## src/rtl/psram_wb_rdcache_if.sv

```systemverilog
// Bus bundle for the PSRAM read cache: upstream Wishbone slave side, downstream
// Wishbone master side, flush strobe and hit/miss counters.
interface psram_wb_rdcache_if;
    logic [31:0] s_adr_i;
    logic [31:0] s_dat_i;
    logic [31:0] s_dat_o;
    logic [3:0]  s_sel_i;
    logic        s_cyc_i;
    logic        s_stb_i;
    logic        s_we_i;
    logic        s_ack_o;
    logic [31:0] m_adr_o;
    logic [31:0] m_dat_o;
    logic [31:0] m_dat_i;
    logic [3:0]  m_sel_o;
    logic        m_cyc_o;
    logic        m_stb_o;
    logic        m_we_o;
    logic        m_ack_i;
    logic        flush_i;
    logic [15:0] hit_cnt_o;
    logic [15:0] miss_cnt_o;

    // the cache itself
    modport slave (
        input  s_adr_i, s_dat_i, s_sel_i, s_cyc_i, s_stb_i, s_we_i,
        input  m_dat_i, m_ack_i, flush_i,
        output s_dat_o, s_ack_o,
        output m_adr_o, m_dat_o, m_sel_o, m_cyc_o, m_stb_o, m_we_o,
        output hit_cnt_o, miss_cnt_o
    );

    // requester plus downstream controller, seen from outside the cache
    modport master (
        output s_adr_i, s_dat_i, s_sel_i, s_cyc_i, s_stb_i, s_we_i,
        output m_dat_i, m_ack_i, flush_i,
        input  s_dat_o, s_ack_o,
        input  m_adr_o, m_dat_o, m_sel_o, m_cyc_o, m_stb_o, m_we_o,
        input  hit_cnt_o, miss_cnt_o
    );
endinterface

```

## src/rtl/psram_wb_rdcache.sv

```systemverilog
// Direct-mapped write-through word read cache in front of the PSRAM Wishbone
// controller. Hits answer in one cycle; misses fetch one word; writes pass through.
module psram_wb_rdcache #(
    parameter int ENTRIES = 8
) (
    input  logic               clk_i,
    input  logic               rst_i,
    psram_wb_rdcache_if.slave  bus
);
    localparam int IDX  = $clog2(ENTRIES);
    localparam int TAGW = 22 - IDX;

    localparam logic [1:0] IDLE  = 2'd0;
    localparam logic [1:0] FILL  = 2'd1;
    localparam logic [1:0] WRITE = 2'd2;
    localparam logic [1:0] RESP  = 2'd3;

    logic [1:0]         state;
    logic [ENTRIES-1:0] valid;
    logic [TAGW-1:0]    tag_mem  [ENTRIES];
    logic [31:0]        data_mem [ENTRIES];
    logic               fill_flushed;

    logic [IDX-1:0]  idx;
    logic [TAGW-1:0] tag;
    logic            req;
    logic            hit;

    assign idx = bus.s_adr_i[IDX+1:2];
    assign tag = bus.s_adr_i[23:IDX+2];
    assign req = bus.s_cyc_i & bus.s_stb_i;
    assign hit = valid[idx] && (tag_mem[idx] == tag);

    always_ff @(posedge clk_i or posedge rst_i) begin
        if (rst_i) begin
            state      <= IDLE;
            bus.s_ack_o    <= 1'b0;
            bus.s_dat_o    <= '0;
            bus.m_adr_o    <= '0;
            bus.m_dat_o    <= '0;
            bus.m_sel_o    <= '0;
            bus.m_cyc_o    <= 1'b0;
            bus.m_stb_o    <= 1'b0;
            bus.m_we_o     <= 1'b0;
            bus.hit_cnt_o  <= '0;
            bus.miss_cnt_o <= '0;
        end else begin
            bus.s_ack_o <= 1'b0;
            case (state)
                IDLE: if (req) begin
                    if (bus.s_we_i) begin
                        bus.m_adr_o <= {8'h0, bus.s_adr_i[23:0]};
                        bus.m_dat_o <= bus.s_dat_i;
                        bus.m_sel_o <= bus.s_sel_i;
                        bus.m_we_o  <= 1'b1;
                        bus.m_cyc_o <= 1'b1;
                        bus.m_stb_o <= 1'b1;
                        state       <= WRITE;
                    end else if (hit) begin
                        bus.s_dat_o   <= data_mem[idx];
                        bus.s_ack_o   <= 1'b1;
                        bus.hit_cnt_o <= bus.hit_cnt_o + 16'd1;
                        state         <= RESP;
                    end else begin
                        bus.m_adr_o    <= {8'h0, bus.s_adr_i[23:2], 2'b00};
                        bus.m_sel_o    <= 4'hF;
                        bus.m_we_o     <= 1'b0;
                        bus.m_cyc_o    <= 1'b1;
                        bus.m_stb_o    <= 1'b1;
                        bus.miss_cnt_o <= bus.miss_cnt_o + 16'd1;
                        state          <= FILL;
                    end
                end
                FILL: if (bus.m_ack_i) begin
                    bus.m_cyc_o <= 1'b0;
                    bus.m_stb_o <= 1'b0;
                    bus.s_dat_o <= bus.m_dat_i;
                    bus.s_ack_o <= 1'b1;
                    state       <= RESP;
                end
                WRITE: if (bus.m_ack_i) begin
                    bus.m_cyc_o <= 1'b0;
                    bus.m_stb_o <= 1'b0;
                    bus.m_we_o  <= 1'b0;
                    bus.s_ack_o <= 1'b1;
                    state       <= RESP;
                end
                default: state <= IDLE;
            endcase
        end
    end

    // A flush seen at any point of a fill must keep the filled entry invalid.
    always_ff @(posedge clk_i or posedge rst_i) begin
        if (rst_i) begin
            valid        <= '0;
            fill_flushed <= 1'b0;
        end else begin
            fill_flushed <= (state == FILL) && (fill_flushed || bus.flush_i);
            if (bus.flush_i)
                valid <= '0;
            else if (state == FILL && bus.m_ack_i && !fill_flushed)
                valid[idx] <= 1'b1;
        end
    end

    // Tag/data arrays carry no reset; the valid bits qualify them.
    always_ff @(posedge clk_i) begin
        if (state == FILL && bus.m_ack_i) begin
            data_mem[idx] <= bus.m_dat_i;
            tag_mem[idx]  <= tag;
        end else if (state == WRITE && bus.m_ack_i && hit) begin
            for (int b = 0; b < 4; b++)
                if (bus.s_sel_i[b])
                    data_mem[idx][8*b +: 8] <= bus.s_dat_i[8*b +: 8];
        end
    end
endmodule
```

## src/flat_wrapper.sv

```systemverilog
// flat-port wrapper written by rule: the top's interface ports become plain ports
module psram_wb_rdcache_flat 
#(
    parameter int ENTRIES = 8
)
  (clk_i, rst_i, bus_s_adr_i, bus_s_dat_i, bus_s_sel_i, bus_s_cyc_i, bus_s_stb_i, bus_s_we_i, bus_m_dat_i, bus_m_ack_i, bus_flush_i, bus_s_dat_o, bus_s_ack_o, bus_m_adr_o, bus_m_dat_o, bus_m_sel_o, bus_m_cyc_o, bus_m_stb_o, bus_m_we_o, bus_hit_cnt_o, bus_miss_cnt_o);
  psram_wb_rdcache_if bus_i ();
  input  logic clk_i;
  input  logic rst_i;
  input wire logic [$bits(bus_i.s_adr_i)-1:0] bus_s_adr_i;
  input wire logic [$bits(bus_i.s_dat_i)-1:0] bus_s_dat_i;
  input wire logic [$bits(bus_i.s_sel_i)-1:0] bus_s_sel_i;
  input wire logic [$bits(bus_i.s_cyc_i)-1:0] bus_s_cyc_i;
  input wire logic [$bits(bus_i.s_stb_i)-1:0] bus_s_stb_i;
  input wire logic [$bits(bus_i.s_we_i)-1:0] bus_s_we_i;
  input wire logic [$bits(bus_i.m_dat_i)-1:0] bus_m_dat_i;
  input wire logic [$bits(bus_i.m_ack_i)-1:0] bus_m_ack_i;
  input wire logic [$bits(bus_i.flush_i)-1:0] bus_flush_i;
  output wire logic [$bits(bus_i.s_dat_o)-1:0] bus_s_dat_o;
  output wire logic [$bits(bus_i.s_ack_o)-1:0] bus_s_ack_o;
  output wire logic [$bits(bus_i.m_adr_o)-1:0] bus_m_adr_o;
  output wire logic [$bits(bus_i.m_dat_o)-1:0] bus_m_dat_o;
  output wire logic [$bits(bus_i.m_sel_o)-1:0] bus_m_sel_o;
  output wire logic [$bits(bus_i.m_cyc_o)-1:0] bus_m_cyc_o;
  output wire logic [$bits(bus_i.m_stb_o)-1:0] bus_m_stb_o;
  output wire logic [$bits(bus_i.m_we_o)-1:0] bus_m_we_o;
  output wire logic [$bits(bus_i.hit_cnt_o)-1:0] bus_hit_cnt_o;
  output wire logic [$bits(bus_i.miss_cnt_o)-1:0] bus_miss_cnt_o;
  assign bus_i.s_adr_i = bus_s_adr_i;
  assign bus_i.s_dat_i = bus_s_dat_i;
  assign bus_i.s_sel_i = bus_s_sel_i;
  assign bus_i.s_cyc_i = bus_s_cyc_i;
  assign bus_i.s_stb_i = bus_s_stb_i;
  assign bus_i.s_we_i = bus_s_we_i;
  assign bus_i.m_dat_i = bus_m_dat_i;
  assign bus_i.m_ack_i = bus_m_ack_i;
  assign bus_i.flush_i = bus_flush_i;
  assign bus_s_dat_o = bus_i.s_dat_o;
  assign bus_s_ack_o = bus_i.s_ack_o;
  assign bus_m_adr_o = bus_i.m_adr_o;
  assign bus_m_dat_o = bus_i.m_dat_o;
  assign bus_m_sel_o = bus_i.m_sel_o;
  assign bus_m_cyc_o = bus_i.m_cyc_o;
  assign bus_m_stb_o = bus_i.m_stb_o;
  assign bus_m_we_o = bus_i.m_we_o;
  assign bus_hit_cnt_o = bus_i.hit_cnt_o;
  assign bus_miss_cnt_o = bus_i.miss_cnt_o;
  psram_wb_rdcache #(.ENTRIES(ENTRIES)) u_core (.clk_i(clk_i), .rst_i(rst_i), .bus(bus_i));
endmodule
```

## config.mk

```make
export PLATFORM = sky130hd
export DESIGN_NAME = psram_wb_rdcache_flat
export DESIGN_NICKNAME = d
export VERILOG_FILES = /design/src/rtl/psram_wb_rdcache_if.sv /design/src/rtl/psram_wb_rdcache.sv /design/src/flat_wrapper.sv
export SDC_FILE = /design/constraint.sdc
export NUM_CORES = 1
export LEC_CHECK = 0
export ABC_AREA = 1
export BUFFER_PORTS_ARGS = -buffer_cell sky130_fd_sc_hd__buf_2
export CAP_MARGIN = 20
export CORE_MARGIN = 10
export CORE_UTILIZATION = 30
export CTS_BUF_LIST = sky130_fd_sc_hd__clkbuf_8
export DETAILED_ROUTE_END_ITERATION = 8
export PLACE_DENSITY = 0.48
export SYNTH_ARGS = -nofsm -noshare
export SYNTH_HDL_FRONTEND = slang
export SYNTH_SLANG_ARGS = --single-unit
```

## constraint.sdc

```tcl
create_clock -name clk_i -period 12.95 [get_ports clk_i]
set_input_delay 2.59 -clock clk_i [delete_from_list [all_inputs] [get_ports clk_i]]
set_output_delay 2.59 -clock clk_i [all_outputs]
set_load 0.01 [all_outputs]
```

**Word level (Yosys, flattened, before mapping)**

Memories as Yosys holds them, arrays and structs flattened.
Cells that the tools add are included.

- $add $sub $neg: 2
- Multipliers: 0
- Divide/modulo/power cells: 0
- Order comparisons: 2
- Eq/ne operators: 11
- Shifts and indexed selects: 0
- Multiplexer cells: 56
- Bitwise gates (word level): 8
- Reduce and logical (&&, ||, !) cells: 23

Operator list:

| operator | count |
|---|---|
| two-way mux 32 bit | 6 |
| one-hot mux 32 bit (2 select lines) | 1 |
| two-way mux 8 bit | 6 |
| adder 16 x 1 -> 16 bit, second input constant | 2 |
| two-way mux 1 bit | 31 |
| equality test 19 bit | 1 |
| AND reduction 4 bit | 4 |
| two-way mux 2 bit | 4 |
| two-way mux 4 bit | 2 |
| != test 2 bit, second input constant | 4 |
| OR 8 bit | 1 |
| nonzero test 2 bit | 4 |
| logical AND 1 bit | 7 |
| != test 2 x 1 -> 1 bit, second input constant | 3 |
| one-hot mux 1 bit (2 select lines) | 3 |
| AND reduction 3 bit | 2 |
| AND reduction 5 bit | 1 |
| < comparator 3 x 4 -> 1 bit, second input constant | 1 |
| OR 1 bit | 4 |
| one-hot mux 2 bit (2 select lines) | 1 |
| binary-select mux 1 bit (select 3 bit) | 1 |
| demux 1 bit (select 3 bit) | 1 |
| greater-or-equal comparator 3 x 1 -> 1 bit, second input constant | 1 |
| != test 3 bit, second input constant | 1 |
| 9 further kinds | 10 |

- Flip-flop bits (word level): 146
- Latch bits: 0
- Memory bits (writable): 408
- ROM bits: 0
- Output and inout bits: 136
- Logic and storage cells: 116
- Memories: 2

Memories:

| name | words | width | rd ports | clocked after Yosys merged registers in | wr ports | RTL line | text |
|---|---|---|---|---|---|---|---|
| u_core.data_mem | 8 | 32 | 1 | 0 | 1 | psram_wb_rdcache.sv:21 | `logic [31:0] data_mem [ENTRIES];` |
| u_core.tag_mem | 8 | 19 | 1 | 0 | 1 | psram_wb_rdcache.sv:20 | `logic [TAGW-1:0] tag_mem [ENTRIES];` |

**Depth between registers and ports, before layout**

- Word-level depth: 8
- Depth in mapped cells: 21
- Mapped depth without buffers: 18

**Least setup slack after synthesis**

OpenSTA, ideal clock, no wires.

- Kind: input to register
- Start: in bus_s_adr_i[2]
- End: mem u_core.data_mem[0][0] (enable)
- Setup time: 0.370 ns
- Arrival: 4.686 ns
- Setup slack: 7.894 ns
- Stages on the path: 14
- Path through: buf_6 > buf_6 > or2_2 > o211ai_2 > nand2_1 > o21bai_2 > nand2_1 > nor2_1 > nand2_1 > nor2_4 > nand2_4 > nor2_8 > a21oi_1 > nor2_1

- Word-level cells in the longest chain between the ends: 8
- Elaborated cells between the ends (all ways): 10
- Classes of those cells: 1 x eq/ne; 5 x mux; 1 x bitwise; 2 x reduce/logical; 1 x memory

RTL lines:

| item | RTL line | text |
|---|---|---|
| from (decl) | flat_wrapper.sv:10 | `input wire logic [$bits(bus_i.s_adr_i)-1:0] bus_s_adr_i;` |
| memory read (8 x 19 bit) / binary-select mux 1 bit (select 3 bit) (equally long branches) | n/a |  |
| equality test 19 bit / two-way mux 1 bit (equally long branches) | psram_wb_rdcache.sv:32 | `assign hit = valid[idx] && (tag_mem[idx] == tag);` |
| logical AND 1 bit | psram_wb_rdcache.sv:32 |  |
| logical AND 1 bit | psram_wb_rdcache.sv:112 | `end else if (state == WRITE && bus.m_ack_i && hit) begin` |
| two-way mux 1 bit | psram_wb_rdcache.sv:112 |  |
| two-way mux 1 bit | psram_wb_rdcache.sv:109 | `if (state == FILL && bus.m_ack_i) begin` |
| two-way mux 1 bit (implied by the code) | psram_wb_rdcache.sv:115 | `data_mem[idx][8*b +: 8] <= bus.s_dat_i[8*b +: 8];` |
| OR 1 bit (no line) | n/a |  |
| to (decl) | psram_wb_rdcache.sv:21 |  |

Several ways; a longest one is shown, not always the timed one. The select of a mux whose other input is x is not followed.

**Worst setup path after layout**

- Start: in bus_s_adr_i[2]
- End: reg u_core.bus.s_dat_o[12]

- Word-level cells in the longest chain between the ends: 5
- Elaborated cells between the ends (all ways): 12
- Classes of those cells: 2 x eq/ne; 6 x mux; 2 x reduce/logical; 2 x memory

RTL lines:

| item | RTL line | text |
|---|---|---|
| memory read (8 x 19 bit) (tied with other cells) | n/a |  |
| equality test 19 bit (tied with other cells) | psram_wb_rdcache.sv:32 |  |
| logical AND 1 bit / two-way mux 32 bit (equally long branches) | psram_wb_rdcache.sv:32, psram_wb_rdcache.sv:51 |  |
| != test 2 x 1 -> 1 bit (no line) / two-way mux 32 bit (equally long branches) | n/a |  |
| AND reduction 5 bit (no line) / one-hot mux 32 bit (2 select lines) (equally long branches) | n/a |  |
| to (signal assigned) | psram_wb_rdcache.sv:60 | `bus.s_dat_o <= data_mem[idx];` |
| to (signal assigned) | psram_wb_rdcache.sv:77 | `bus.s_dat_o <= bus.m_dat_i;` |
| to (decl) | psram_wb_rdcache_if.sv:28 | `output s_dat_o, s_ack_o,` |

Several ways; a longest one is shown, not always the timed one. The select of a mux whose other input is x is not followed.
A chain may end at the register's enable or synchronous reset.

==> metrics.yaml <==
worst_setup_path:
  timing.critical_path.from_type: "primary input"
  critical_path_class: "primary input to flip-flop"
  cp_data_arrival_time_ns: 7.42
  slowest_delay_ns: 0.80
  r2r_end: "u_core.bus.s_dat_o[12]$_DFFE_PP0P_"
  worstPathRequired_ns: 13.50
  cp_max_fo: 67
  r2r-start: "u_core.tag_mem[1][16]$_DFFE_PP_"
  critical_path.cell_chain: "buf_2 > inv_4 > nor2_2 > buf_4 > inv_1 > buf_4 > nor2_1 > nor2_1 > nand2_1 > nor2_1 > nand2_1 > nor2_1 > nand3_1 > nor2_4 > nand4_4 > nand2_2 > nand2_2 > nand2_1 > nand2_1"
  r2r.worst_path.cells: 14
  reg2reg_slack_ns: 9.10
  cp_slowest_cell: "sky130_fd_sc_hd__nand2_2"
  crit_path_end_kind: "flip-flop"
finish:
  layout.core_utilization_pct: 35.3
  finalNonFillerCells: 3470
  layout.filler_cells: 7804
  area_delta_synth_final_pct: 17.0
  finalNetCount: 2461
  layout_cell_share_with_drive_strength_beyond_1_pct: 18.7
global_routing:
  grt_usage_pct: 15.4
  grt_pass1_wl_um: 105000
  initial_antenna_violation_count: 7
  grt-ovfl-total: 0
  grt_max_degree: 80
  first_global_vias: 16500
clock_network:
  clk-insertion-delay-late_ns: 0.72
  number_of_hold_buffers_added_after_cts: 0
  cts_max_level: 3
  cts_tree: "done"
  clock-sinks: 546
  cts_max_path_buffers: 3
  cts_made_buffers: 95
  clk_pin_slew_worst_paths_ns: 0.06
  cts-resized-gates: 0
  cts_root_buf: "sky130_fd_sc_hd__clkbuf_8"
  cts.repair_timing.setup_buffer_count: 0
floorplan:
  pin_count: 243
  core_region_area_sq_mm: 0.0771
  number_of_rows_in_the_core_area: 102
  die_w_um: 298
  floorplan.initialDensity_pct: 30.2
  die_area_sq_mm: 0.0891
  die_y_um: 298
worst_hold_path:
  worstHoldStart: "u_core.bus.m_adr_o[0]$_DFFE_PP0P_"
  end_point_of_the_worst_hold_path: "u_core.bus.m_adr_o[0]$_DFFE_PP0P_"
  worst_hold_stages: 2
  hp-class: "flip-flop to flip-flop"
timing:
  timing.final.setup_violations: 0
  fin_hold_ws_ns: 0.461
  unrepaired_setup_endpoints_after_global_routing: "no"
  timing.max_slew.rel_slack_pct: 30.6
  finalSetupTns_ns: 0
  worst_slew_pin_slew_ns: 1.04
  clock_skew_ns: 0.0649
  final-hold-violation-count: 0
  final.min_clock_period_ns: 6.87
  post-route-period-util_pct: 53.0
  max_freq_mhz: 146
  timing.final.max_slew_violations: 0
synth:
  synth_enable_flop_cells: 408
  synth_cell_type_count: 49
  syn_area_cell_sq_um: 11.1
  syn_inst: 2089
  synth-seq-area-share_pct: 67.5
  synth.cell_area_sq_mm: 0.0233
  async_reset_ff_share_pct: 25.3
  yosys_most_used_dff: "sky130_fd_sc_hd__edfxtp_1"
  ys_seq_elements: 546
  ys.warnings.count: 0
detailed_routing:
  wire_per_inst_um: 20.2
  vias: 16200
  routed_wire_length_um: 70100
  drc: 0
  drt_pass1_iterations: 5
  detail-route-antenna-nets: 0
  number_of_design_rule_violations_left_by_the_first_detailed_router_iteration: 1080
  detail_routed_via_count_per_cell: 4.68
placement:
  port_buffers: 226
  detailedPlacementHpwl_um: 44800
  dp.cells: 3290
  final_wtd_congestion: 0.828
power:
  power_mw: 4.67
  p_leak_nw: 11.3
  peakVddDrop_uv: 93.4
  power_density_mw_per_mm2: 171
job:
  drv.max_cap_violation_count: 0
status:
  result_of_the_run: "finished, final reports clean"
==> cells in the final DEF (no fill, tap or decap), types with 32 or more instances in the layout <==
cell type	instances
sky130_fd_sc_hd__o21ai_0	42
sky130_fd_sc_hd__nand3_1	110
sky130_fd_sc_hd__dfrtp_1	138
sky130_fd_sc_hd__clkbuf_8	107
sky130_fd_sc_hd__edfxtp_1	408
sky130_fd_sc_hd__nand2_1	523
sky130_fd_sc_hd__a21oi_1	60
sky130_fd_sc_hd__buf_2	226
sky130_fd_sc_hd__a221oi_1	62
sky130_fd_sc_hd__inv_1	229
sky130_fd_sc_hd__o21ai_2	32
sky130_fd_sc_hd__nor2_1	227
==> layer usage <==
| metal | vias to the layer above | wire length, um | track usage, % | share of wire (%) |
|---|---|---|---|---|
| li1 | 7704 | - | - | - |
| met1 | 7957 | 31000 | 19.7 | 44 |
| met2 | 469 | 33500 | 25.8 | 48 |
| met3 | 112 | 3940 | 3.20 | 5.6 |
| met4 | 6 | 1590 | 4.63 | 2.3 |
| met5 | - | 34 | 0 | 0.049 |
==> cells by family (layout without fill, tap and decap cells) <==
group,count (synthesis),in the layout,share of synthesized area [%]
flip-flops,546,546,67.5
AO/OA/AOI/OAI,291,291,8.91
other,1,9,0.0161
AND/OR/NAND/NOR,933,933,16.9
buffers and inverters,292,625,5.58
XOR/XNOR,20,20,0.753
adder cells (fa/ha/maj),6,6,0.323
==> sequential cells by signal, summed over array words and instances (netlist names), 4 cells and up <==
register               count
u_core.bus.hit_cnt_o      16
u_core.bus.m_adr_o        24
u_core.bus.m_dat_o        32
u_core.bus.m_sel_o         4
u_core.bus.miss_cnt_o     16
u_core.bus.s_dat_o        32
u_core.data_mem          256
u_core.tag_mem           152
u_core.valid               8
==> stage by stage <==
stage	instance area (sq um)	worst slack (ns)
floorplan	23300	6.66
global placement	25400	5.40
detailed placement	25400	5.35
CTS	27200	6.08
global route	27200	5.67
finish	27200	6.08
==> cells in the mapped netlist (all sizes together), types with 6 or more instances <==
cell / number / area [sq um]
a21oi: 60 / 300
a221oi: 62 / 543
a22o: 19 / 166
a22oi: 7 / 52.6
a31oi: 13 / 81.3
a41oi: 19 / 166
buf: 53 / 395
clkbuf: 45 / 169
dfrtp: 138 / 3450
edfxtp: 408 / 12300
ha: 6 / 75.1
inv: 193 / 729
nand2: 529 / 2010
nand3: 114 / 621
nand3b: 6 / 45.0
nand4: 20 / 140
nor2: 244 / 1000
nor3: 9 / 45.0
o211ai: 6 / 50.1
o21ai: 87 / 556
o21bai: 9 / 86.3
or2: 7 / 43.8
xor2: 17 / 149
==> how the worst max path moves through the flow <==
stage,start,endpoint,cells after the start
CTS,bus_s_adr_i[2],u_core.bus.s_dat_o[12]$_DFFE_PP0P_,19
global route,bus_s_adr_i[2],u_core.bus.s_dat_o[12]$_DFFE_PP0P_,19
global placement,bus_s_adr_i[2],u_core.bus.s_dat_o[20]$_DFFE_PP0P_,19
detailed placement,bus_s_adr_i[2],u_core.bus.s_dat_o[12]$_DFFE_PP0P_,19
finish,bus_s_adr_i[2],u_core.bus.s_dat_o[12]$_DFFE_PP0P_,19
floorplan,rst_i,u_core.bus.hit_cnt_o[0]$_DFFE_PP0P_,1
==> critical path: cells and delay by family <==
family / cells / cell delay, ns
buffers and inverters: 5 / 1.35
AND/OR/NAND/NOR: 14 / 3.34
==> final cells by class <==
cell class	count	area (sq um)	area share, %
flip-flops and latches	546	15700	57.7
multi-input cells	1258	6290	23.1
clock buffers	107	1470	5.41
repair buffers	253	1350	4.95
well taps	1040	1300	4.78
inverters	194	738	2.71
clock inverters	71	362	1.33
diodes	1	2.50	0.00919
==> power breakdown <==
| group | internal, mW | switching, mW |
|---|---|---|
| registers | 2.09 | 0.106 |
| logic | 0.313 | 0.644 |
| clock network | 0.783 | 0.731 |
No activity file was read; power rests on OpenSTA's default activity.
